--- config.mk ---
export PLATFORM = sky130hd
export DESIGN_NAME = i2c_lcd_backpack_target
export DESIGN_NICKNAME = d
export VERILOG_FILES = /design/src/rtl/i2c_lcd_backpack_target.sv
export SDC_FILE = /design/constraint.sdc
export NUM_CORES = 1
export LEC_CHECK = 0
export CAP_MARGIN = 0
export CORE_ASPECT_RATIO = 1.2
export CORE_MARGIN = 3
export CORE_UTILIZATION = 52
export CTS_BUF_LIST = sky130_fd_sc_hd__clkbuf_8
export CTS_CLUSTER_SIZE = 25
export DETAILED_ROUTE_END_ITERATION = 10
export PLACE_DENSITY = 0.79
export SLEW_MARGIN = 20
export SYNTH_ARGS = -nofsm -noshare
export SYNTH_HDL_FRONTEND = slang
export SYNTH_SLANG_ARGS = --single-unit
--- constraint.sdc ---
create_clock -name clk -period 2.25 [get_ports clk]
set_input_delay 0.225 -clock clk [delete_from_list [all_inputs] [get_ports clk]]
set_output_delay 0.225 -clock clk [all_outputs]
set_load 0.05 [all_outputs]
--- src/rtl/i2c_lcd_backpack_target.sv ---
// I2C target that behaves like the PCF8574 port expander behind a 16x2 LCD.
// It ACKs writes to TARGET_ADDR, latches each data byte onto port_q, and returns
// rd_data on reads. SCL/SDA are oversampled with clk through a synchroniser.
module i2c_lcd_backpack_target #(
  parameter logic [6:0] TARGET_ADDR = 7'h27,
  parameter int         SYNC_STAGES = 2,
  parameter logic [7:0] PORT_INIT   = 8'hFF
) (
  input  logic       clk,
  input  logic       rst_n,
  input  logic       scl_in,
  input  logic       sda_in,
  output logic       sda_oe,
  output logic [7:0] port_q,
  output logic [7:0] rx_data,
  output logic       rx_valid,
  input  logic [7:0] rd_data,
  output logic       busy,
  output logic       addressed
);

  typedef enum logic [2:0] {
    IDLE, ADDR, ADDR_ACK, WRITE, WR_ACK, READ, RD_ACK, IGNORE
  } state_t;

  state_t                 state_q, state_d;
  logic [SYNC_STAGES-1:0] scl_sync_q, scl_sync_d;
  logic [SYNC_STAGES-1:0] sda_sync_q, sda_sync_d;
  logic                   scl_prev_q, scl_prev_d;
  logic                   sda_prev_q, sda_prev_d;
  logic [3:0]             bit_cnt_q, bit_cnt_d;
  logic [7:0]             shift_q, shift_d;
  logic [7:0]             tx_q, tx_d;
  logic                   rw_q, rw_d;
  logic                   sda_oe_q, sda_oe_d;
  logic [7:0]             port_d;
  logic [7:0]             rx_data_q, rx_data_d;
  logic                   rx_valid_q, rx_valid_d;
  logic                   busy_q, busy_d;
  logic                   addressed_q, addressed_d;

  logic       scl_s, sda_s;
  logic       scl_rise, scl_fall;
  logic       start_det, stop_det;
  logic [7:0] in_byte;

  assign scl_s    = scl_sync_q[SYNC_STAGES-1];
  assign sda_s    = sda_sync_q[SYNC_STAGES-1];
  assign scl_rise = scl_s & ~scl_prev_q;
  assign scl_fall = ~scl_s & scl_prev_q;
  // START/STOP use the already-updated SCL level, so an SCL edge in the same clk wins.
  assign start_det = scl_s & sda_prev_q & ~sda_s;
  assign stop_det  = scl_s & ~sda_prev_q & sda_s;
  // Byte as it will look once the bit being sampled now is shifted in.
  assign in_byte   = {shift_q[6:0], sda_s};

  // Next-state and output logic for the bus protocol.
  always_comb begin
    // NOTE: every variable gets its hold value first so no path can infer a latch.
    state_d     = state_q;
    scl_sync_d  = {scl_sync_q[SYNC_STAGES-2:0], scl_in};
    sda_sync_d  = {sda_sync_q[SYNC_STAGES-2:0], sda_in};
    scl_prev_d  = scl_s;
    sda_prev_d  = sda_s;
    bit_cnt_d   = bit_cnt_q;
    shift_d     = shift_q;
    tx_d        = tx_q;
    rw_d        = rw_q;
    sda_oe_d    = sda_oe_q;
    port_d      = port_q;
    rx_data_d   = rx_data_q;
    rx_valid_d  = 1'b0;
    busy_d      = busy_q;
    addressed_d = addressed_q;

    unique case (state_q)
      ADDR: begin
        if (scl_rise) begin
          shift_d   = in_byte;
          bit_cnt_d = bit_cnt_q + 4'd1;
          if (bit_cnt_q == 4'd7) begin
            bit_cnt_d = 4'd0;
            if (in_byte[7:1] == TARGET_ADDR) begin
              state_d     = ADDR_ACK;
              addressed_d = 1'b1;
              tx_d        = rd_data;
              rw_d        = in_byte[0];
            end else begin
              state_d     = IGNORE;
              addressed_d = 1'b0;
            end
          end
        end
      end
      ADDR_ACK: begin
        // First fall starts the ACK; the second fall ends it.
        if (scl_fall) begin
          if (!sda_oe_q) begin
            sda_oe_d = 1'b1;
          end else if (rw_q) begin
            state_d   = READ;
            sda_oe_d  = ~tx_q[7];
            tx_d      = {tx_q[6:0], 1'b0};
            bit_cnt_d = 4'd1;
          end else begin
            state_d   = WRITE;
            sda_oe_d  = 1'b0;
            bit_cnt_d = 4'd0;
          end
        end
      end
      WRITE: begin
        if (scl_rise) begin
          shift_d   = in_byte;
          bit_cnt_d = bit_cnt_q + 4'd1;
          if (bit_cnt_q == 4'd7) begin
            bit_cnt_d  = 4'd0;
            rx_data_d  = in_byte;
            port_d     = in_byte;
            rx_valid_d = 1'b1;
            state_d    = WR_ACK;
          end
        end
      end
      WR_ACK: begin
        if (scl_fall) begin
          if (!sda_oe_q) begin
            sda_oe_d = 1'b1;
          end else begin
            sda_oe_d = 1'b0;
            state_d  = WRITE;
          end
        end
      end
      READ: begin
        // bit_cnt counts bits already put on the bus; after 8, release for the ACK.
        if (scl_fall) begin
          if (bit_cnt_q == 4'd8) begin
            sda_oe_d  = 1'b0;
            bit_cnt_d = 4'd0;
            state_d   = RD_ACK;
          end else begin
            sda_oe_d  = ~tx_q[7];
            tx_d      = {tx_q[6:0], 1'b0};
            bit_cnt_d = bit_cnt_q + 4'd1;
          end
        end
      end
      RD_ACK: begin
        if (scl_rise) begin
          if (!sda_s) begin
            tx_d      = rd_data;
            bit_cnt_d = 4'd0;
            state_d   = READ;
          end else begin
            state_d = IGNORE;
          end
        end
      end
      default: ;
    endcase

    if (start_det) begin
      state_d   = ADDR;
      bit_cnt_d = 4'd0;
      busy_d    = 1'b1;
    end else if (stop_det) begin
      state_d     = IDLE;
      busy_d      = 1'b0;
      addressed_d = 1'b0;
      sda_oe_d    = 1'b0;
    end
  end

  // State registers; asynchronous reset releases SDA immediately.
  always_ff @(posedge clk or negedge rst_n) begin
    if (!rst_n) begin
      state_q     <= IDLE;
      scl_sync_q  <= '1;
      sda_sync_q  <= '1;
      scl_prev_q  <= 1'b1;
      sda_prev_q  <= 1'b1;
      bit_cnt_q   <= 4'd0;
      shift_q     <= 8'h00;
      tx_q        <= 8'h00;
      rw_q        <= 1'b0;
      sda_oe_q    <= 1'b0;
      port_q      <= PORT_INIT;
      rx_data_q   <= 8'h00;
      rx_valid_q  <= 1'b0;
      busy_q      <= 1'b0;
      addressed_q <= 1'b0;
    end else begin
      // NOTE: non-blocking assignments so every flop samples the pre-edge values.
      state_q     <= state_d;
      scl_sync_q  <= scl_sync_d;
      sda_sync_q  <= sda_sync_d;
      scl_prev_q  <= scl_prev_d;
      sda_prev_q  <= sda_prev_d;
      bit_cnt_q   <= bit_cnt_d;
      shift_q     <= shift_d;
      tx_q        <= tx_d;
      rw_q        <= rw_d;
      sda_oe_q    <= sda_oe_d;
      port_q      <= port_d;
      rx_data_q   <= rx_data_d;
      rx_valid_q  <= rx_valid_d;
      busy_q      <= busy_d;
      addressed_q <= addressed_d;
    end
  end

  assign sda_oe    = sda_oe_q;
  assign rx_data   = rx_data_q;
  assign rx_valid  = rx_valid_q;
  assign busy      = busy_q;
  assign addressed = addressed_q;

endmodule

Yosys cells after proc, flatten, opt, wreduce, memory -nomap -nowiden:

Cells that the tools add are included.

* input bits: 12
* register bits: 49
* logic and storage cells: 134

* add/subtract/negate cells: 1
* reduce and logical (&&, ||, !) cells: 11
* mux-type cells: 60
* bitwise gates (word level): 11
* eq/ne operators: 36

Operators with widths (count)
* 8-bit two-way mux: 10
* 3-bit two-way mux: 15
* 4-bit inequality test (second input constant): 11
* 4-bit two-way mux: 9
* 8-bit case mux with 4 select lines: 1
* 1-bit two-way mux: 21
* 2-bit inequality test (second input constant): 10
* 3-bit case mux with 6 select lines: 1
* 4-bit case mux with 4 select lines: 1
* 3-bit inequality test (second input constant): 5
* 12-bit AND reduction: 1
* 11-bit AND reduction: 1
* 3-bit equality test (second input constant): 3
* 8-bit nonzero test: 1
* 7-bit by 6-bit equality test with 1-bit output (second input constant): 1
* 7-bit AND reduction: 1
* 1-bit bitwise AND: 6
* 3-bit by 2-bit equality test with 1-bit output (second input constant): 2
* 1-bit inverter: 5
* 5-bit nonzero test: 1
* 4-bit by 1-bit adder with 4-bit output (second input constant): 1
* 4-bit by 3-bit equality test with 1-bit output (second input constant): 1
* 4-bit equality test (second input constant): 1
* 4-bit AND reduction: 1
* 9 further kinds: 9

Depth between registers and ports, before layout:

Gate-level depths: netlist of the first run.

* word-level depth: 7
* gate-level depth with buffers: 8
* mapped depth without buffers: 7

Least setup slack after synthesis of the first run:

OpenSTA, ideal clock, no wires.

* path kind: register to register
* from: reg state_q[1]
* to: reg state_q[0]
* buffers on the path: 1
* setup time: 0.133 ns
* required time: 2.117 ns
* stages on the path, launching flop included: 9
* slack: 0.162 ns
* clock period less this slack: 2.088 ns
* data arrival time: 1.955 ns
* cells stage by stage: dfrtp_1 -> inv_1 -> ha_1 -> buf_6 -> or2_1 -> a221o_1 -> a311oi_4 -> mux2i_1 -> a21oi_1

* longest elaborated chain between the ends: 4
* elaborated cells between the ends (all ways): 22

RTL lines
* from (decl): RTL line 26 `state_t state_q, state_d;`
* from (signal assigned): RTL line 195 `state_q <= state_d;`
* 3-bit equality test, or another cell as far along: RTL line 76 `unique case (state_q)`
* 3-bit case mux with 6 select lines: RTL line 76
* 3-bit two-way mux: RTL line 167 `end else if (stop_det) begin`
* 3-bit two-way mux: RTL line 163 `if (start_det) begin`

Several ways; a longest one is shown, not always the timed one.
A chain may end at the register's enable or synchronous reset.

Worst setup path after layout of the first run:

* from: reg state_q[1]
* to: reg state_q[2]

Same word-level chain as after synthesis.

==> results of run 1 <==
[sequential cells by signal, indices dropped and copies added, names as in the netlist]
register,count
shift_q,7
sda_sync_q,2
rx_data,8
rx_valid,1
rw_q,1
scl_sync_q,2
sda_prev_q,1
tx_q,8
port_q,8
addressed,1
state_q,3
scl_prev_q,1
bit_cnt_q,4
busy,1
sda_oe,1
[layout make-up]
type / count / area, um^2
clock buffers: 5 / 68.8
clock inverters: 3 / 43.8
fillers: 319 / 1460
inverters: 7 / 26.3
multi-input cells: 146 / 1240
flip-flops and latches: 49 / 1250
well taps: 58 / 72.6
repair buffers: 51 / 470
[power by group through the flow]
stage	logic [W]	registers [W]	clock network [W]
2_1_floorplan	0.00113	0.00126	0
3_3_place_gp	0.00149	0.00128	0
3_5_place_dp	0.00153	0.00129	0
4_1_cts	0.00154	0.00128	0.000640
5_1_grt	0.00190	0.00133	0.000688
6_report	0.00174	0.00130	0.000627
[final timing paths]
path,slack [ps],startpoint,to,cells past startpoint
max in group asynchronous,1150,rst_n,scl_prev_q$_DFF_PN1_,3
setup / recovery,10,state_q[1]$_DFFE_PN0P_,state_q[2]$_DFFE_PN0P_,7
hold / removal,330,sda_in,sda_sync_q[0]$_DFF_PN1_,1
min in group asynchronous,420,rst_n,bit_cnt_q[1]$_DFFE_PN0P_,2
setup reg to reg,10,state_q[1]$_DFFE_PN0P_,state_q[2]$_DFFE_PN0P_,7
hold reg to reg,360,scl_sync_q[0]$_DFF_PN1_,scl_sync_q[1]$_DFF_PN1_,0
[metal layers]
metal	track usage	wire (um)	up-vias
met5	0	0	-
met4	0.0859	115	0
met3	0.0257	233	9
met2	0.327	2690	60
met1	0.248	2190	915
li1	-	-	857
[worst max-delay path, delay by kind of cell, from the launching register on]
family                     cells  cell delay (ps)
DFF                            1              450
and+or+nand+nor                2              400
AOI/OAI and AO/OA              3             1030
buffers and inverters          1               80
adders and majority gates      1              170
[cells in the final DEF, fill, tap and decap left out, types with 2 or more instances in the layout]
cell / n
dfrtp_1: 33
clkdlybuf4s50_1: 30
mux2_2: 25
buf_4: 18
nand2_1: 17
dfstp_2: 14
mux2_1: 13
nor2_1: 9
a21oi_1: 7
nor3_1: 6
inv_1: 5
o21ai_0: 5
mux2i_1: 5
o21ai_1: 5
clkbuf_8: 5
and2b_2: 4
nor3_2: 3
nand3_1: 3
nand3b_1: 3
ha_1: 3
inv_2: 2
nor2b_1: 2
and3b_1: 2
o31ai_1: 2
nand2b_1: 2
o32ai_2: 2
o32a_1: 2
nand4_1: 2
ha_2: 2
ha_4: 2
dfrtp_2: 2
[cell families after synthesis]
kind of cell	synth area share
muxes	0.191
adders and majority gates	0.0350
AOI/OAI and AO/OA	0.104
buffers and inverters	0.0295
and+or+nand+nor	0.144
DFF	0.497
[timing repair]
item | 4_1_cts | 5_1_grt
hold buffers | 1 | 0
endpoints found under the setup margin | 1 | 17
gates resized for setup | 1 | 14
endpoints found under the hold margin | 17 | 0
pin swaps | 0 | 7
buffers inserted | 0 | 4
[stage by stage]
| step | cell area [um^2] | setup slack [ps] | hold WS, ps | util |
|---|---|---|---|---|
| 2_1_floorplan | 2500 | 162 | -70.6 | - |
| 3_3_place_gp | 2950 | 91.7 | 223 | 0.636 |
| 3_5_place_dp | 2950 | 19.1 | 223 | 0.636 |
| 4_1_cts | 3080 | 25.8 | 322 | 0.665 |
| 5_1_grt | 3170 | -63.4 | 312 | 0.684 |
| 6_report | 3170 | 12.6 | 327 | 0.684 |
==> flow_summary.yaml, run 1 <==
die:
  start_util: 0.541
  row_count: 27
  core_area_um2: 4630
  die_w_um: 69.3
  die_area_um2: 5680
  die_h_um: 82.0
  io_pins: 32
power_and_ir_drop:
  power_w: 0.00367
  p_clk_frac: 0.171
  leakage_nw: 1.37
  p_per_area_nw_per_um2: 1160
  power_frac_comb: 0.474
  p_int_w: 0.00232
  p_sw_frac: 0.367
  p_seq_frac: 0.355
  power.switching_w: 0.00134
  ir_drop_mv: 0.825
placed_design:
  dp_cells: 306
  place.gp.congestion: 0.978
  dp_hpwl_um: 3660
  place.port_buffers: 31
sta:
  finalMaxSlewViolations: 0
  finalCriticalPeriod_ps: 2240
  final_hold_viol_count: 0
  min_period_over_period: 0.994
  grt_setup_unrepaired: "yes"
  setup_viol: 0
  tns_ps: 0
  fmax_mhz: 447
  worst_pin_slew_ps: 525
  clock_skew_ps: 5.59
  slew_headroom: 0.649
route:
  wire_per_inst_um: 16.4
  dr.pass1.iters: 4
  wl_um: 5230
  drt_drc_violations_left: 0
  num_vias: 1841
  ant_nets: 0
  vias_per_cell: 5.77
  drt-initial-drc-count: 113
critical_path:
  worstPathRequired_ps: 2440
  end_kind: "flop"
  crit_fanout: 6
  worst-setup-path-type: "reg -> reg"
  crit_path_start_kind: "flop"
  critPathMaxStageDelay_ps: 450
  cp.arrival_ps: 2430
  cp_slowest_cell: "dfrtp_2"
  cp_cell_sequence: "inv_2, ha_4, or3_4, a221o_1, a311oi_4, nor2_1, a211oi_1"
clock_tree:
  cts_max_level: 2
  root_buffer: "clkbuf_8"
  clock_sinks: 49
  clockBufferDepth: 2
  cts_tree: "yes"
  cts_made_buffers: 5
  clkTransAtPathRegs_ps: 90
  insertion_delay_ps: 300
final_layout:
  drive_above_1_share: 0.349
  fin_nets: 279
  antenna_cells: 0
  final_cells: 319
  area_delta_synth_final_pct: 26.5
logic_synthesis:
  yosysMostFrequentCell: "dfrtp_1"
  synth_cells: 210
  syn_area_um2: 2500
  synth_area_leader_cell: "dfrtp_1"
  yosys_warnings: 0
  synth_edf_count: 0
  netlist_top_cells_count: "dfrtp_1 (35), mux2_2 (25), nand2_1 (17)"
  ys_seq_area_frac: 0.497
  synth_area_leaders: "dfrtp_1 (35%), dfstp_2 (15%), mux2_2 (11%), mux2_1 (5.9%), ha_1 (3.5%)"
  synth.net_count: 229
  yosys_most_used_dff: "dfrtp_1"
  ys_types: 47
  yosys.area.top_type_share: 0.350
  ys_ff_latch: 49
  avgSynthCellArea_um2: 11.9
  async_flop_share: 1.00
global_routing:
  gr-total-overflow: 0
  grt_use_total: 0.193
  grt_max_degree: 22
  grt_antenna_before_repair: 0
  grt_pass1_wl_um: 8750
  grt_pass1_vias: 1838
job:
  maxCapViolCount: 0
outcome:
  run_status: "complete, no violations"
hold_path:
  hold_path_class: "in -> reg"
Power figures use the tool's default switching activity.
==> inputs of run 2 (changes only) <==
RECOVER_POWER = 50   (was not set)
==> run 2 against run 1 <==
  * Non-clock buffer count is the same
  * Clock-buffer cell count unchanged
  * Register-to-register slack barely moved
  * Critical path depth unchanged
  * Worst setup slack got worse by 3.3 ps
  * Cell area down 0.24%
  * Via count increased by 0.43%
  * Worst hold slack better by 33 ps
  * Clock power hardly changed
  * Sequential share of layout area is 0.094 points higher
  * Wire length fell by 0.33%
==> flow_summary.yaml, run 2 (synthesized netlist as in run 1, its figures left out) <==
outcome:
  run_status: "complete, no violations"
route:
  drt-initial-drc-count: 116
  vias_per_cell: 5.80
  ant_nets: 0
  wire_per_inst_um: 16.3
  wl_um: 5210
  num_vias: 1849
  drt_drc_violations_left: 0
  dr.pass1.iters: 4
global_routing:
  gr-total-overflow: 0
  grt_pass1_wl_um: 8750
  grt_use_total: 0.193
  grt_antenna_before_repair: 0
  grt_max_degree: 22
  grt_pass1_vias: 1838
sta:
  setup_viol: 0
  min_period_over_period: 0.996
  slew_headroom: 0.201
  finalCriticalPeriod_ps: 2240
  final_hold_viol_count: 0
  worst_pin_slew_ps: 1200
  tns_ps: 0
  fmax_mhz: 446
  grt_setup_unrepaired: "yes"
  clock_skew_ps: 6.27
  finalMaxSlewViolations: 0
clock_tree:
  cts_max_level: 2
  clock_sinks: 49
  clkTransAtPathRegs_ps: 90
  root_buffer: "clkbuf_8"
  cts_made_buffers: 5
  cts_tree: "yes"
  clockBufferDepth: 2
  insertion_delay_ps: 300
hold_path:
  hold_path_class: "reg -> reg"
  holdPathStages: 0
critical_path:
  worst-setup-path-type: "reg -> reg"
  cp_cell_sequence: "inv_2, ha_4, or3_4, a221o_1, a311oi_4, nor2_1, a211oi_1"
  crit_path_start_kind: "flop"
  ff2ff_path_depth: 7
  end_kind: "flop"
  path_buf_inv: 1
  path_depth: 7
  worstPathRequired_ps: 2440
  crit_fanout: 6
  cp_top_family: "compound AO/OA/AOI/OAI gates"
  cp.arrival_ps: 2430
  cp_slowest_cell: "dfrtp_2"
  critPathMaxStageDelay_ps: 450
die:
  die_area_um2: 5680
  io_pins: 32
  die_h_um: 82.0
  row_count: 27
  die_w_um: 69.3
  start_util: 0.541
  core_area_um2: 4630
power_and_ir_drop:
  ir_drop_mv: 0.825
  power_w: 0.00366
  p_per_area_nw_per_um2: 1160
  leakage_nw: 1.37
final_layout:
  n_fill_cell: 321
  design_area_um2: 3160
  area_delta_synth_final_pct: 26.2
  final_cell_mix: "dfrtp_1 (33), clkdlybuf4s50_1 (28), mux2_2 (25)"
  drive_above_1_share: 0.337
  fin_nets: 279
  antenna_cells: 0
  final_common_cell: "dfrtp_1"
placed_design:
  dp_hpwl_um: 3660
  place.port_buffers: 31
  place.gp.congestion: 0.978
  place_area_um2: 2950
job:
  maxCapViolCount: 0
-- run 2: cell types whose count changed in the layout (fill, tap and decap cells not counted), sizes merged --
| cell | delta |
|---|---|
| buf | -3 |
| clkdlybuf4s50 | -2 |
| dlygate4sd3 | +2 |
| clkbuf | +3 |
-- run 2: final cells by class --
class                           instances  area [um^2]  area share
Sequential cell                        49         1250       0.395
Multi-Input combinational cell        146         1240       0.392
Timing Repair Buffer                   51          463       0.147
Tap cell                               58         72.6      0.0230
Clock buffer                            5         68.8      0.0218
Clock inverter                          3         43.8      0.0139
Inverter                                7         26.3     0.00832
-- run 2: final timing paths --
path                       slack [ps]                        to                    start
min reg2reg                       360   scl_sync_q[1]$_DFF_PN1_  scl_sync_q[0]$_DFF_PN1_
min in group asynchronous         690  bit_cnt_q[1]$_DFFE_PN0P_                    rst_n
min                               360   scl_sync_q[1]$_DFF_PN1_  scl_sync_q[0]$_DFF_PN1_
max                                 9    state_q[2]$_DFFE_PN0P_   state_q[1]$_DFFE_PN0P_
max reg2reg                         9    state_q[2]$_DFFE_PN0P_   state_q[1]$_DFFE_PN0P_
max in group asynchronous         460    rx_data[7]$_DFFE_PN0P_                    rst_n
-- run 2: report_power, final --
| part | internal, W | switching [W] |
|---|---|---|
| Combinational | 0.000901 | 0.000835 |
| Clock | 0.000333 | 0.000294 |
| Sequential | 0.00108 | 0.000215 |
| Total | 0.00232 | 0.00134 |
-- run 2: per-stage QoR --
step	utilization	setup WS, ps	hold slack, ps	cells
final	0.682	9.36	360	319
after global routing	0.682	-63.4	369	319
after detailed placement	0.636	19.1	223	306
after global placement	0.636	91.7	223	306
after floorplan	-	162	-70.6	210
after CTS	0.665	25.8	322	315
-- run 2: routing by layer --
| layer | vias to the layer above | global-route usage | part of all wire |
|---|---|---|---|
| li1 | 858 | - | - |
| met1 | 920 | 0.248 | 0.42 |
| met2 | 59 | 0.327 | 0.51 |
| met3 | 12 | 0.0257 | 0.042 |
| met4 | 0 | 0.0859 | 0.025 |
| met5 | - | 0 | 0 |
-- run 2: what timing repair did --
item / CTS / global route
hold buffers: 1 / 0
gates resized for setup: 1 / 14
pin swaps: 0 / 7
setup endpoints to repair: 1 / 17
endpoints found under the hold margin: 17 / 0
buffers inserted: 0 / 4
==> inputs of run 3 (changes only) <==
CORE_UTILIZATION = 30   (was 52)
CTS_CLUSTER_DIAMETER = 30   (was not set)
GPL_ROUTABILITY_DRIVEN = 0   (was not set)
PLACE_DENSITY = not set   (was 0.79)
==> run 3 against run 2 <==
  * Utilization decreased by 28 points
  * Sequential share of layout area fell by 0.35 points
  * Clock skew is 7.0 ps higher
  * Clock power up 1%
  * Sequential power hardly changed
  * Via count shrank 1.6%
  * Non-clock buffer count shrank 1
  * Clock-buffer cell count stayed put
  * Final cell count grew 10%
  * Cell area increased by 0.79%
  * Critical path type unchanged
  * Critical endpoint is now state_q[0]$_DFFE_PN0P_
  * Largest power group unchanged
==> flow_summary.yaml, run 3 (synthesized netlist as in run 1, its figures left out) <==
sta:
  fmax_mhz: 467
  setup_ws_ps: 108
  finalMaxSlewViolations: 0
  min_period_over_period: 0.952
  worst_pin_slew_ps: 1200
  clock_skew_ps: 13.2
  grt_setup_unrepaired: "yes"
  setup_viol: 0
  finalCriticalPeriod_ps: 2140
  final_hold_viol_count: 0
  slew_headroom: 0.200
global_routing:
  grt_pass1_vias: 1799
  gr-total-overflow: 0
  grt_use_total: 0.116
  grt_max_degree: 50
  grt_pass1_wl_um: 8740
  grt_antenna_before_repair: 0
die:
  start_util: 0.317
  core_area_um2: 7880
  io_pins: 32
  die_area_um2: 9480
  row_count: 35
  die_h_um: 106
  die_w_um: 89.4
route:
  ant_nets: 0
  drt_drc_violations_left: 0
  dr.pass1.iters: 4
  drt-initial-drc-count: 89
  num_vias: 1819
  wl_um: 5210
  wire_per_inst_um: 14.8
  vias_per_cell: 5.17
final_layout:
  final_common_cell: "dfrtp_1"
  final_cells: 352
  area_delta_synth_final_pct: 27.2
  n_fill_cell: 752
  final_cell_mix: "dfrtp_1 (34), clkdlybuf4s50_1 (28), mux2_2 (25)"
  fin_nets: 278
  drive_above_1_share: 0.327
  multi_input_area_um2: 1220
  antenna_cells: 0
  regArea_um2: 1240
power_and_ir_drop:
  p_clk_frac: 0.176
  power.switching_w: 0.00133
  p_sw_frac: 0.368
  leakage_nw: 1.37
  power_frac_comb: 0.464
  ir_drop_mv: 0.696
  p_per_area_nw_per_um2: 1130
  p_seq_frac: 0.360
  p_int_w: 0.00228
clock_tree:
  clkTransAtPathRegs_ps: 100
  insertion_delay_ps: 300
  cts_max_level: 2
  cts_made_buffers: 5
  clockBufferDepth: 2
  clock_sinks: 49
  root_buffer: "clkbuf_8"
  cts_tree: "yes"
job:
  maxCapViolCount: 0
outcome:
  run_status: "complete, no violations"
critical_path:
  end_kind: "flop"
  path_buf_inv: 1
  crit_fanout: 5
  worstPathRequired_ps: 2440
  critPathMaxStageDelay_ps: 470
  cp_slowest_cell: "dfrtp_2"
  crit_path_start_kind: "flop"
  cp_top_family: "compound AO/OA/AOI/OAI gates"
  worst-setup-path-type: "reg -> reg"
  cp.arrival_ps: 2330
  cp_cell_sequence: "inv_2, ha_2, or2_1, a221o_1, a311oi_4, mux2i_1, a21oi_1"
placed_design:
  dp_cells: 341
  place.port_buffers: 31
  preCtsSetupSlack_ps: -8.86
  dp_hpwl_um: 3760
hold_path:
  hold_path_class: "in -> async"
-- run 3: layer usage --
layer	vias to the layer above	track usage	part of all wire
li1	861	-	-
met1	881	0.147	0.41
met2	63	0.192	0.52
met3	14	0.0248	0.046
met4	0	0.0436	0.023
met5	-	0	0
-- run 3: layout make-up --
| class | instances | area share |
|---|---|---|
| clock buffer | 5 | 0.0216 |
| timing repair buffer | 50 | 0.145 |
| multi-input combinational | 146 | 0.384 |
| tap | 92 | 0.0362 |
| clock inverter | 3 | 0.0138 |
| sequential | 49 | 0.391 |
| inverter | 7 | 0.00825 |
-- run 3: power by group through the flow --
stage                     logic [W]  registers (W)  clock network, W
final                       0.00167        0.00130          0.000633
after global routing        0.00185        0.00132          0.000701
after CTS                   0.00161        0.00128          0.000661
after detailed placement    0.00157        0.00130                 0
after global placement      0.00157        0.00129                 0
after floorplan             0.00113        0.00126                 0
-- run 3: path summary, 6_finish.rpt --
| kind | endpoint | startpoint | slack [ps] | depth (start not counted) |
|---|---|---|---|---|
| max in group asynchronous | state_q[0]$_DFFE_PN0P_ | rst_n | 1200 | 2 |
| max reg2reg | state_q[0]$_DFFE_PN0P_ | state_q[0]$_DFFE_PN0P_ | 110 | 7 |
| min in group clk | scl_sync_q[1]$_DFF_PN1_ | scl_sync_q[0]$_DFF_PN1_ | 350 | 0 |
| min reg2reg | scl_sync_q[1]$_DFF_PN1_ | scl_sync_q[0]$_DFF_PN1_ | 350 | 0 |
| min | rx_data[6]$_DFFE_PN0P_ | rst_n | 250 | 2 |
| max | state_q[0]$_DFFE_PN0P_ | state_q[0]$_DFFE_PN0P_ | 110 | 7 |
-- run 3: timing repair --
item | in CTS | in global routing
buffers inserted | 2 | 1
gates resized for setup | 0 | 12
setup endpoints to repair | 2 | 12
hold buffers | 0 | 0
-- run 3: stage by stage --
stage | util | hold WS [ps] | area [um^2] | TNS [ps] | total power, W
5_1_grt | 0.404 | 341 | 3180 | -51.6 | 0.00388
4_1_cts | 0.398 | 40.3 | 3140 | 0 | 0.00355
2_1_floorplan | - | -70.6 | 2500 | 0 | 0.00239
3_3_place_gp | 0.382 | 346 | 3010 | 0 | 0.00286
6_report | 0.404 | 246 | 3180 | 0 | 0.00360
3_5_place_dp | 0.382 | 347 | 3010 | -8.86 | 0.00288
